## config.mk

```make
export PLATFORM = sky130hd
export DESIGN_NAME = tmds_channel_decoder
export DESIGN_NICKNAME = d
export VERILOG_FILES = /design/src/rtl/tmds_pkg.sv /design/src/rtl/tmds_symbol_decode.sv /design/src/rtl/tmds_channel_decoder.sv
export SDC_FILE = /design/constraint.sdc
export NUM_CORES = 1
export LEC_CHECK = 0
export ABC_CLOCK_PERIOD_IN_PS = 3300
export CAP_MARGIN = 20
export CORE_MARGIN = 2
export CORE_UTILIZATION = 45
export DETAILED_ROUTE_END_ITERATION = 12
export SYNTH_ARGS = -nofsm -noshare
export SYNTH_HDL_FRONTEND = slang
export SYNTH_HIERARCHICAL = 1
export SYNTH_SLANG_ARGS = --single-unit
```

## constraint.sdc

```tcl
create_clock -name clk -period 3.3 [get_ports clk]
set_clock_uncertainty 0.1 [all_clocks]
set_input_delay 0.99 -clock clk [delete_from_list [all_inputs] [get_ports clk]]
set_output_delay 0.99 -clock clk [all_outputs]
set_load 0.01 [all_outputs]
```

## src/rtl/tmds_pkg.sv

```systemverilog
// Shared TMDS receive definitions: symbol width, control tokens and
// word-alignment FSM states, common to all three colour channels.
package tmds_pkg;

   localparam int SYM_W = 10;

   localparam logic [SYM_W-1:0] CTRL_00 = 10'h354;
   localparam logic [SYM_W-1:0] CTRL_01 = 10'h0AB;
   localparam logic [SYM_W-1:0] CTRL_10 = 10'h154;
   localparam logic [SYM_W-1:0] CTRL_11 = 10'h2AB;

   typedef enum logic [1:0] {
      SEARCH = 2'd0,
      SLIP   = 2'd1,
      SETTLE = 2'd2,
      LOCKED = 2'd3
   } state_t;

endpackage

```

## src/rtl/tmds_symbol_decode.sv

```systemverilog
// Purely combinational decode of one 10-bit TMDS symbol into either a
// control pair or an 8-bit pixel byte.
module tmds_symbol_decode
   import tmds_pkg::*;
(
   input  logic [SYM_W-1:0] sym,
   output logic             is_ctrl,
   output logic [1:0]       ctrl,
   output logic [7:0]       data
);

   logic [7:0] d;

   // Bit 9 flags an inverted payload; bit 8 selects XOR vs XNOR chaining.
   assign d = sym[9] ? ~sym[7:0] : sym[7:0];

   always_comb begin
      is_ctrl = 1'b1;
      ctrl    = 2'b00;
      data    = 8'h00;
      case (sym)
         CTRL_00: ctrl = 2'b00;
         CTRL_01: ctrl = 2'b01;
         CTRL_10: ctrl = 2'b10;
         CTRL_11: ctrl = 2'b11;
         default: begin
            is_ctrl = 1'b0;
            data    = {d[7:1] ^ d[6:0] ^ {7{~sym[8]}}, d[0]};
         end
      endcase
   end

endmodule

```

## src/rtl/tmds_channel_decoder.sv

```systemverilog
// One TMDS channel: two-stage symbol decode pipeline plus a word-alignment
// FSM that hunts for control-token runs and requests deserializer bitslips.
module tmds_channel_decoder
   import tmds_pkg::*;
#(
   parameter int CTRL_RUN_LOCK = 16,
   parameter int SLIP_TIMEOUT  = 4096,
   parameter int SLIP_SETTLE   = 8,
   parameter int LOSS_TIMEOUT  = 4096
) (
   input  logic             clk,
   input  logic             rst,
   input  logic [SYM_W-1:0] tmds_i,
   output logic             bitslip_o,
   output logic             locked_o,
   output logic             de_o,
   output logic [1:0]       c_o,
   output logic [7:0]       data_o,
   output logic [3:0]       slip_cnt_o
);

   localparam int RUN_W    = $clog2(CTRL_RUN_LOCK) + 1;
   localparam int TMO_W    = $clog2(SLIP_TIMEOUT) + 1;
   localparam int SETTLE_W = $clog2(SLIP_SETTLE) + 1;
   localparam int LOSS_W   = $clog2(LOSS_TIMEOUT) + 1;

   localparam logic [RUN_W-1:0]    RUN_LAST    = RUN_W'(CTRL_RUN_LOCK - 1);
   localparam logic [TMO_W-1:0]    TMO_LAST    = TMO_W'(SLIP_TIMEOUT - 1);
   localparam logic [SETTLE_W-1:0] SETTLE_LAST = SETTLE_W'(SLIP_SETTLE - 1);
   localparam logic [LOSS_W-1:0]   LOSS_LAST   = LOSS_W'(LOSS_TIMEOUT - 1);

   logic [SYM_W-1:0]    sym_q;
   logic                is_ctrl;
   logic [1:0]          ctrl;
   logic [7:0]          dec_data;

   state_t              state_q, state_d;
   logic [RUN_W-1:0]    run_q, run_d;
   logic [TMO_W-1:0]    tmo_q, tmo_d;
   logic [SETTLE_W-1:0] settle_q, settle_d;
   logic [LOSS_W-1:0]   loss_q, loss_d;
   logic [3:0]          slip_q, slip_d;

   tmds_symbol_decode u_decode (
      .sym     (sym_q),
      .is_ctrl (is_ctrl),
      .ctrl    (ctrl),
      .data    (dec_data)
   );

   // Input and output registers give a fixed two-cycle latency; c_o keeps
   // the last control pair through data periods.
   always_ff @(posedge clk) begin
      if (rst) begin
         sym_q  <= '0;
         de_o   <= 1'b0;
         c_o    <= 2'b00;
         data_o <= 8'h00;
      end else begin
         sym_q  <= tmds_i;
         de_o   <= ~is_ctrl;
         data_o <= dec_data;
         if (is_ctrl) begin
            c_o <= ctrl;
         end
      end
   end

   always_ff @(posedge clk) begin
      if (rst) begin
         state_q  <= SEARCH;
         run_q    <= '0;
         tmo_q    <= '0;
         settle_q <= '0;
         loss_q   <= '0;
         slip_q   <= '0;
      end else begin
         state_q  <= state_d;
         run_q    <= run_d;
         tmo_q    <= tmo_d;
         settle_q <= settle_d;
         loss_q   <= loss_d;
         slip_q   <= slip_d;
      end
   end

   // Lock is tested before the slip timeout so a simultaneous hit locks.
   always_comb begin
      state_d  = state_q;
      run_d    = run_q;
      tmo_d    = tmo_q;
      settle_d = settle_q;
      loss_d   = loss_q;
      slip_d   = slip_q;
      case (state_q)
         SEARCH: begin
            run_d = is_ctrl ? run_q + 1'b1 : '0;
            tmo_d = tmo_q + 1'b1;
            if (is_ctrl && run_q == RUN_LAST) begin
               state_d = LOCKED;
               slip_d  = '0;
               loss_d  = '0;
               run_d   = '0;
               tmo_d   = '0;
            end else if (tmo_q == TMO_LAST) begin
               state_d = SLIP;
               run_d   = '0;
               tmo_d   = '0;
            end
         end
         SLIP: begin
            slip_d   = (slip_q == 4'd9) ? 4'd0 : slip_q + 4'd1;
            settle_d = '0;
            state_d  = SETTLE;
         end
         SETTLE: begin
            run_d    = '0;
            tmo_d    = '0;
            settle_d = settle_q + 1'b1;
            if (settle_q == SETTLE_LAST) begin
               settle_d = '0;
               state_d  = SEARCH;
            end
         end
         LOCKED: begin
            loss_d = is_ctrl ? '0 : loss_q + 1'b1;
            if (!is_ctrl && loss_q == LOSS_LAST) begin
               state_d = SEARCH;
               loss_d  = '0;
               run_d   = '0;
               tmo_d   = '0;
            end
         end
         default: state_d = SEARCH;
      endcase
   end

   assign bitslip_o  = (state_q == SLIP);
   assign locked_o   = (state_q == LOCKED);
   assign slip_cnt_o = slip_q;

endmodule
```

==> reports/results.ini <==
[place]
place_area_mm2 = 0.00377
port_buffers = 28
gp_congestion = 0.803
dp_hpwl_um = 5380

[clock_tree]
cts_inserted_buffers = 9
ctsResizeCount = 0
htreeDepth = 3
clockBufferDepth = 2
cts_setup_buffers = 0
clock-sinks = 62
clock_latency_ps = 330
cts_tree = built
clkTransAtPathRegs_ps = 70
holdBufCountCts = 0
cts_root_buf = clkbuf_8

[synth]
ys_types = 65
yosysTopAreaCellShare_pct = 36.0
synth.cell_area_mm2 = 0.00345
async_flop_share_pct = 0
synth_area_leaders = dfxtp_1 (36%), ha_1 (7.3%), nor2b_1 (3.8%)
synthFlopType = dfxtp_1
synth_top_area_cell = dfxtp_1
synth_edf_count = 0
synth_area_per_cell_um2 = 8.74
synth_warnings = 6
ys_seq_area_share_pct = 36.0
synth-seq-cells = 62
syn_inst = 395
syn-num-nets = 427

[floorplanning]
die_area_mm2 = 0.00839
ioPinCount = 29
die_x_um = 91.6
core_area_mm2 = 0.00733
dieHeight_um = 91.6
start_util_pct = 47.1
row_count = 31

[sta]
hold_viol = 0
setup_tns_ps = 0
max-slew-margin-rel_pct = 50.3
drv_slew = 0
rsz0062_at_grt = false
setup_viol = 0
period_minus_slack_ps = 3030
worstMarginPinSlew_ps = 746
fin_crit_sh_pct = 91.7
fmax_ghz = 0.330
hold-worst-slack_ps = 399

[routing]
drcViolationCount = 0
wl_per_cell_um = 14.8
drtIter0Drc = 138
ant_nets = 0
vias = 2929
routed_wl_um = 7690
avgViaCountPerCell = 5.65
first_pass_iters = 4

[critical_path]
crit_chain = ha_1 -> nand4_1 -> nor2_2 -> or2_1 -> and4bb_1 -> a41oi_2 -> nor2_1 -> a311oi_1
crit_family = simple AND/OR/NAND/NOR gates
worst_ep_required_time_ps = 3440
critPathBufInv = 0
critPathKind = reg -> reg
r2r_end = tmo_q[5]
start_kind = flop
cp_slowest_cell = a41oi_2
r2r.worst_path.cells = 8
cp.arrival_ps = 3160
crit_path_end_kind = flop
critical-path-max-stage-delay_ps = 650
regToRegSetupSlack_ps = 270
critPathMaxFanout = 15
r2r-start = sym_q[1]

[global_routing]
grt_busiest_layer = met2
grt_util_met2_pct = 32.5
grt_overflow = 0
grt_pass1_vias = 2710
grt_max_degree = 35
grt_pass1_wl_um = 12900
antenna_found_initial = 0
met3_usage_pct = 5.23
grt_use_met1_pct = 23.7
grtUsageTotal_pct = 19.0

[finish]
utilization_pct = 54.0
fillCellCount = 689
multi_input_area_mm2 = 0.00201
fin_area_mm2 = 0.00396
seq_area_mm2 = 0.00124
antenna_cells = 0
drive_above_1_share_pct = 8.59
nets = 446
syn_to_final_growth_pct = 14.6

[run_status]
status = completed

[pwr]
p_per_area_mw_per_mm2 = 467
power.total_mw = 1.85
peakVddDrop_uv = 314
leakagePower_nw = 1.42

[job]
drv_cap = 0

[worst_hold_path]
hold_path_depth = 2
min-delay-start = run_q[4]
hp-class = reg -> reg
hold_path_end = run_q[4]

==> worst min-delay path, cell delays in order, from the launching register on <==
cell	delay (ps)
dfxtp_1	300
inv_1	60
o32ai_1	90
==> cell usage in the layout, fill, tap and decap left out, drive strengths merged, types with 7 or more instances in the layout <==
cell type	instances
o32ai	7
inv	22
nor3	15
a211oi	9
nor2	17
xnor2	14
ha	20
buf	7
nand3	17
a21oi	15
nor2b	21
clkdlybuf4s50	27
o21ai	11
nand4	20
nand2	31
dfxtp	62
o211ai	9
and3	8
clkbuf	11
==> per-layer routing <==
layer	wire length (um)	share of wire, %
met5	0	0
met4	74	0.96
met3	223	2.9
met2	3670	48
met1	3730	48
==> stage by stage <==
stage / std cells / setup slack (ps)
floorplan: 395 / 876
global placement: 502 / 425
detailed placement: 502 / 296
CTS: 518 / 263
global route: 518 / 38.3
finish: 518 / 274
==> layout make-up <==
type,count,area share (%)
inverters,22,2.09
clock inverters,5,1.27
well taps,99,3.13
multi-input cells,285,50.7
repair buffers,34,8.10
clock buffers,11,3.32
flip-flops and latches,62,31.4
==> cells by family (layout without fill, tap and decap cells) <==
family | after synthesis | count (layout) | synth area share, %
compound gates | 85 | 85 | 18.7
xor+xnor | 16 | 16 | 4.50
flops | 62 | 62 | 36.0
simple gates | 161 | 161 | 26.8
fa+ha+maj | 20 | 20 | 7.25
mux | 3 | 3 | 0.906
buf+inv | 48 | 72 | 5.87
==> registers in the layout, indices dropped and copies added, names as in the netlist <==
| signal | flops |
|---|---|
| run_q | 5 |
| sym_q | 10 |
| slip_cnt_o | 4 |
| state_q | 2 |
| tmo_q | 13 |
| settle_q | 4 |
| c_o | 2 |
| loss_q | 13 |
| de_o | 1 |
| data_o | 8 |
==> cells in the mapped netlist, types with 11 or more instances <==
cell type	count
a21oi_1	15
clkbuf_1	17
dfxtp_1	62
ha_1	20
inv_1	22
nand2_1	31
nand3_1	15
nand4_1	19
nor2_1	15
nor2b_1	21
nor3_1	13
o21ai_0	11
xnor2_1	12
==> report_power, final <==
part           switching (mW)  internal (mW)  total [mW]
Sequential             0.0359          0.790       0.826
Clock                   0.289          0.344       0.633
Combinational           0.211          0.177       0.388
Total                   0.536           1.31        1.85
==> worst max path at each step <==
stage / startpoint / end / slack (ps) / cells after the start
floorplan: sym_q[6] / tmo_q[9] / 880 / 10
global placement: sym_q[1] / tmo_q[5] / 430 / 8
detailed placement: sym_q[1] / tmo_q[5] / 300 / 8
CTS: sym_q[1] / tmo_q[5] / 260 / 8
global route: sym_q[6] / tmo_q[5] / 40 / 9
finish: sym_q[1] / tmo_q[5] / 270 / 8
Power figures use the tool's default switching activity.
